`config.mk`:
```
export PLATFORM = sky130hd
export DESIGN_NAME = clk_gen_downsampler
export DESIGN_NICKNAME = d
export VERILOG_FILES = /design/src/rtl/clk_gen_downsampler.sv
export SDC_FILE = /design/constraint.sdc
export NUM_CORES = 1
export LEC_CHECK = 0
export CAP_MARGIN = 40
export CORE_ASPECT_RATIO = 1.4
export CORE_UTILIZATION = 53
export DETAILED_ROUTE_END_ITERATION = 12
export GPL_TIMING_DRIVEN = 0
export PLACE_DENSITY = 0.78
export SYNTH_ARGS = -nofsm -noshare
export SYNTH_HDL_FRONTEND = slang
export SYNTH_SLANG_ARGS = --single-unit
```
`constraint.sdc`:
```
create_clock -name clk_i -period 2.6 [get_ports clk_i]
set_input_delay 0.78 -clock clk_i [delete_from_list [all_inputs] [get_ports clk_i]]
set_output_delay 0.78 -clock clk_i [all_outputs]
set_load 0.05 [all_outputs]
```
`src/rtl/clk_gen_downsampler.sv`:
```
// Glitch-free even-ratio clock divider: divides clk_i by 2*(R+1), R loaded by valid/ready and applied at a period boundary.
// Optional build macro CLK_GEN_DS_PERF_CNT_EN adds a 16-bit period counter output (period_cnt_o).
module clk_gen_downsampler #(
  parameter int                 WIDTH_P       = 6,
  parameter logic [WIDTH_P-1:0] RESET_RATIO_P = '0
) (
  input  logic               clk_i,
  input  logic               async_reset_n_i,
  input  logic               en_i,
  input  logic               ratio_v_i,
  input  logic [WIDTH_P-1:0] ratio_i,
  output logic               ratio_ready_o,
  output logic               clk_o,
  output logic               running_o,
  output logic               pending_o
`ifdef CLK_GEN_DS_PERF_CNT_EN
  ,
  output logic [15:0]        period_cnt_o
`endif
);

  typedef enum logic [1:0] {
    STOP  = 2'd0,
    RUN   = 2'd1,
    DRAIN = 2'd2
  } state_t;

  localparam logic [WIDTH_P-1:0] CNT_ONE = WIDTH_P'(1);

  state_t             state_r;
  logic [WIDTH_P-1:0] cnt_r;
  logic [WIDTH_P-1:0] ratio_r;
  logic [WIDTH_P-1:0] shadow_r;
  logic               pending_r;
  logic               clk_r;
  logic               running_r;

  logic hit;
  logic accept;
  logic drain_stop;
  logic rise;

  // A phase ends when the counter reaches the ratio; the counter never wraps by overflow.
  assign hit        = (cnt_r == ratio_r);
  assign accept     = ratio_v_i & ~pending_r;
  // In DRAIN without a renewed enable, the next boundary stops the clock; a rising
  // boundary is swallowed so no runt high phase is ever emitted.
  assign drain_stop = (state_r == DRAIN) & ~en_i & hit;
  assign rise       = (state_r != STOP) & hit & ~clk_r & ~drain_stop;

  // NOTE: every state register is updated with non-blocking assignments so all
  // right-hand sides see pre-edge values, regardless of statement order.
  always_ff @(posedge clk_i or negedge async_reset_n_i) begin
    if (!async_reset_n_i) begin
      state_r   <= STOP;
      cnt_r     <= '0;
      ratio_r   <= RESET_RATIO_P;
      shadow_r  <= RESET_RATIO_P;
      pending_r <= 1'b0;
      clk_r     <= 1'b0;
      running_r <= 1'b0;
    end else begin
      if (accept) begin
        shadow_r  <= ratio_i;
        pending_r <= 1'b1;
      end

      unique case (state_r)
        STOP: begin
          clk_r <= 1'b0;
          cnt_r <= '0;
          if (pending_r) begin
            ratio_r   <= shadow_r;
            pending_r <= 1'b0;
          end
          if (en_i) begin
            state_r   <= RUN;
            running_r <= 1'b1;
          end
        end

        RUN, DRAIN: begin
          if (en_i) begin
            state_r <= RUN;
          end else if (state_r == RUN) begin
            state_r <= DRAIN;
          end

          if (drain_stop) begin
            clk_r     <= 1'b0;
            cnt_r     <= '0;
            state_r   <= STOP;
            running_r <= 1'b0;
          end else if (hit) begin
            clk_r <= ~clk_r;
            cnt_r <= '0;
            // A new ratio takes effect only where a high phase begins.
            if (rise && pending_r) begin
              ratio_r   <= shadow_r;
              pending_r <= 1'b0;
            end
          end else begin
            cnt_r <= cnt_r + CNT_ONE;
          end
        end

        default: begin
          state_r   <= STOP;
          clk_r     <= 1'b0;
          cnt_r     <= '0;
          running_r <= 1'b0;
        end
      endcase
    end
  end

`ifdef CLK_GEN_DS_PERF_CNT_EN
  logic [15:0] period_cnt_r;

  always_ff @(posedge clk_i or negedge async_reset_n_i) begin
    if (!async_reset_n_i) begin
      period_cnt_r <= '0;
    end else if (rise) begin
      period_cnt_r <= period_cnt_r + 16'd1;
    end
  end

  assign period_cnt_o = period_cnt_r;
`endif

  assign clk_o         = clk_r;
  assign running_o     = running_r;
  assign pending_o     = pending_r;
  assign ratio_ready_o = ~pending_r;

endmodule

```
# Yosys cells after proc, flatten, opt, wreduce, memory -nomap -nowiden
# Cells that the tools add are included.
[totals]
ff_bits = 23
in_bits = 10
output_inout_bits = 4
elab_cells = 62
[classes]
add_sub_neg = 1
eq_ne = 11
n_mux = 25
bitwise = 10
reduce_logical = 8
[op_table]
columns = ["op", "n"]
rows = [
  ["6-bit 2-to-1 mux", 7],
  ["2-bit inequality test, second input constant", 6],
  ["6-bit one-hot mux with 2 select lines", 1],
  ["1-bit 2-to-1 mux", 10],
  ["2-bit 2-to-1 mux", 4],
  ["6-bit by 1-bit adder with 6-bit output, second input constant", 1],
  ["1-bit AND", 6],
  ["6-bit == test", 1],
  ["5-bit AND reduction", 1],
  ["4-bit inequality test, second input constant", 1],
  ["1-bit inverter", 4],
  ["1-bit one-hot mux with 2 select lines", 2],
  ["2-bit one-hot mux with 2 select lines", 1],
  ["2-bit AND reduction", 2],
  ["2-bit nonzero test", 2],
  ["3-bit inequality test, second input constant", 1],
  ["2-bit by 1-bit == test with 1-bit output, second input constant", 1],
  ["2-bit == test, second input constant", 1],
  ["2-bit zero test", 1],
  ["2-bit OR reduction", 1],
  ["1-bit logical AND", 1],
]

# Longest topological paths before layout
[logic_depth]
word_depth = 10
depth_mapped = 6
mapped_depth_nobuf = 6

# Least setup slack after synthesis
# Ideal clock, no wire load.
[synth_timing]
kind = "input to register"
from = "input port en_i"
to = "register ratio_r[0]"
setup_time_ns = 0.125
arrival_time_ns = 1.789
required_ns = 2.475
slack_ns = 0.686
cell_stages = 5
path_buffers = 0
cell_sequence = "inv_1 -> a21oi_1 -> nand3b_1 -> o31ai_4 -> mux2_2"
[synth_between]
elab_chain_len = 8
word_cells_on_any_way = 9
cone_classes = "eq/ne: 2; bitwise: 5; reduce/logical: 2"
[synth_lines]
columns = ["element", "line", "rtl"]
rows = [
  ["start: declaration", "9", "input logic en_i,"],
  ["1-bit inverter (*)", "48", "assign drain_stop = (state_r == DRAIN) & ~en_i & hit;"],
  ["1-bit AND (*) (2 in series)", "48", ""],
  ["1-bit inverter", "49", "assign rise = (state_r != STOP) & hit & ~clk_r & ~drain_stop;"],
  ["1-bit AND", "49", ""],
  ["1-bit logical AND", "98", "if (rise && pending_r) begin"],
  ["2-bit inequality test (no line)", "-", ""],
  ["5-bit AND reduction (no line) (*)", "-", ""],
  ["end signal: assignment", "73", "ratio_r <= shadow_r;"],
  ["end signal: assignment", "99", "ratio_r <= shadow_r;"],
  ["end: declaration", "32", "logic [WIDTH_P-1:0] ratio_r;"],
]
# Mark *: on every way between the ends. The rest lies on a longest branch, timed or not.
# A chain may end at the register's enable or synchronous reset.

# Worst setup path after layout
[layout_timing]
from = "register pending_r (netlist: pending_o)"
to = "output port ratio_ready_o"
[layout_between]
elab_chain_len = 1
[layout_lines]
columns = ["element", "line", "rtl"]
rows = [
  ["start: declaration", "34", "logic pending_r;"],
  ["start signal: assignment", "59", "pending_r <= 1'b0;"],
  ["start signal: assignment", "65", "pending_r <= 1'b1;"],
  ["start signal: assignment", "74", "pending_r <= 1'b0;"],
  ["1-bit inverter", "134", "assign ratio_ready_o = ~pending_r;"],
  ["end: declaration", "12", "output logic ratio_ready_o,"],
]
# No other way between the ends.

==> qor.csv <==
metric,value,unit
syn-instance-count,91,
die_height,55.7,um
vias_per_cell,5.49,
ctsResizeCount,0,
grtUsageTotal,0.190,
drv_slew,0,
hold_start,shadow_r[3],
path_cells,inv_1 > clkdlybuf4s50_1,
status,"complete, no violations",
drv_cap,0,
worstPathArrival,1.65,ns
tritoncts.num_buffers,3,
cp_max_fo,6,
power_frac_seq,0.405,
clk_pin_slew,0.11,ns
ant_nets,0,
avgSynthCellArea,12.0,sq um
endpoint,ratio_ready_o,
yosys_warnings,0,
cts_tree,yes,
synth_fp_nets,105,
start_util,0.560,
end_kind,output port,
drc,0,
final_cells,130,
grt_start_max_net_pins,15,
clock_path_buffers,2,
synth_area_leaders,"dfrtp_1 53%, mux2_2 12%, xor2_1 4.8%, ha_1 4.6%, nor2_1 3.4%",
p_comb_frac,0.491,
portBuffers,13,
p_per_area,1180,nW/um^2
p_leak,0.567,nW
yosysSeqAreaShare,0.528,
setup-tns-final,0,ns
cts_hold_buf,0,
finalHoldViolCount,0,
r2r_setup_slack,0.52,ns
netSwitchingPower,0.608,mW
fmax,0.412,GHz
max_stage_delay,0.80,ns
crit_start,pending_o,
clock_latency,0.31,ns
drt_iter0_markers,9,
h-tree-depth,1,
tightest_slew,0.494,ns
final.setup.worst_slack,0.175,ns
r2r-end,ratio_r[5],
netlist.area_leader.share,0.528,
placed_cells,126,
cts-root-buf,clkbuf_4,
n_antenna_cell,0,
skew,0.00448,ns
num-nets-final,124,
rr_startpoint,cnt_r[1],
max-slew-margin-rel,0.669,
internal_power,0.910,mW
worst_path_dominant_cell_family,buffers and inverters,
p_sw_frac,0.400,
worst-path-stages,2,
first_pass_iters,3,
yosysTopAreaCell,dfrtp_1,
period_needed,2.43,ns
timing.hold.ws,0.523,ns
wl_per_cell,13.0,um
cp_data_required_time,1.82,ns
row_count,19,
wl,1700,um
cts.sinks,23,
pwr-share-clk,0.104,
worstSetupPathType,flip-flop to output port,
rr_worst_depth,5,
area_growth,18.1,%
via_count,714,
core_area,1950,sq um
rsz0062_at_grt,false,
synth_area,1090,sq um
worstHoldPathType,flip-flop to flip-flop,
grt_pass1_wl,2970,um
fp.dieW,40.3,um
overflow,0,
holdPathStages,1,
ys_types,28,
vdd_drop_max,889,uV
min_period_over_period,0.933,
antenna_found_initial,0,
worst-path-buf-inv,2,
finalSetupViolations,0,
dieArea,2250,sq um
hpwl,1350,um
pre_cts_slack,0.00954,ns
drive_gt1_frac,0.183,
ios,14,
routabilityCongestion,0.729,
startpoint_type,flip-flop,
slowest_stage,clkdlybuf4s50_1,
grt_pass1_vias,741,
post_cts_buffers,0,
ys_ff_latch,23,
logic make-up (layout without fill, tap and decap cells):
| family | after synthesis | in the layout | synth area share |
|---|---|---|---|
| simple gates | 24 | 24 | 0.115 |
| flops | 23 | 23 | 0.528 |
| mux | 13 | 13 | 0.133 |
| compound gates | 10 | 10 | 0.0746 |
| xor+xnor | 10 | 10 | 0.0803 |
| buf+inv | 7 | 25 | 0.0241 |
| fa+ha+maj | 4 | 4 | 0.0459 |
layout by cell type, fill, tap and decap left out, drive strengths merged:
cell type,Yosys,routed
o31ai,2,2
clkdlybuf4s50,0,13
nor4,1,1
nand2,3,3
o41ai,1,1
a31oi,1,1
nand2b,1,1
nor3,1,1
inv,6,6
xor2,6,6
a221oi,1,1
o21ai,1,1
nor2b,1,1
nand3b,1,1
and3,1,1
ha,4,4
mux2i,1,1
nand3,4,4
mux2,12,12
a21o,1,1
buf,0,1
xnor2,4,4
dfrtp,23,23
o22ai,1,1
a21oi,2,2
nor2,10,10
clkbuf,1,5
or3,1,1
Yosys cell counts, drive strengths merged:
master / n
nand3b: 1
nor4: 1
dfrtp: 23
o22ai: 1
a31oi: 1
xnor2: 4
nor2: 10
a21o: 1
a221oi: 1
and3: 1
mux2: 12
inv: 6
o31ai: 2
mux2i: 1
nand3: 4
nand2b: 1
ha: 4
nand2: 3
nor2b: 1
clkbuf: 1
o41ai: 1
nor3: 1
or3: 1
a21oi: 2
o21ai: 1
xor2: 6
state kept, by name, indices dropped and copies added, names as in the netlist:
register / flops
cnt_r: 6
pending_o: 1
ratio_r: 6
running_o: 1
state_r: 2
shadow_r: 6
clk_o: 1
power by group through the flow:
stage               Clock [mW]  Sequential [mW]  Combinational (mW)
floorplan                    0            0.659               0.528
global placement             0            0.617               0.730
detailed placement           0            0.627               0.750
CTS                      0.165            0.618               0.754
global route             0.178            0.634               0.825
finish                   0.158            0.615               0.744
layout make-up:
cell class,count,area (sq um)
Buffer,1,3.75
Clock buffer,4,26.3
Fill cell,159,661
Inverter,6,22.5
Multi-Input combinational cell,61,489
Sequential cell,23,576
Tap cell,21,26.3
Timing Repair Buffer,14,145
per-stage QoR:
stage	instance area (sq um)	util	power [mW]
global route	1290	0.661	1.64
detailed placement	1260	0.648	1.38
finish	1290	0.661	1.52
floorplan	1090	-	1.19
CTS	1290	0.661	1.54
global placement	1250	0.640	1.35
routing by layer:
metal  vias to the layer above  global-route usage  wire length (um)
li1                        348                   -                 -
met1                       350               0.209               690
met2                        11               0.324               907
met3                         5              0.0240                50
met4                         0               0.100                46
met5                         -                   0                 0
worst min-delay path by stage:
stage,endpoint
6_report,shadow_r[3]
5_1_grt,shadow_r[3]
2_1_floorplan,cnt_r[0]
3_3_place_gp,ratio_r[5]
3_5_place_dp,shadow_r[5]
4_1_cts,shadow_r[5]
(Power assumes the default switching activity.)
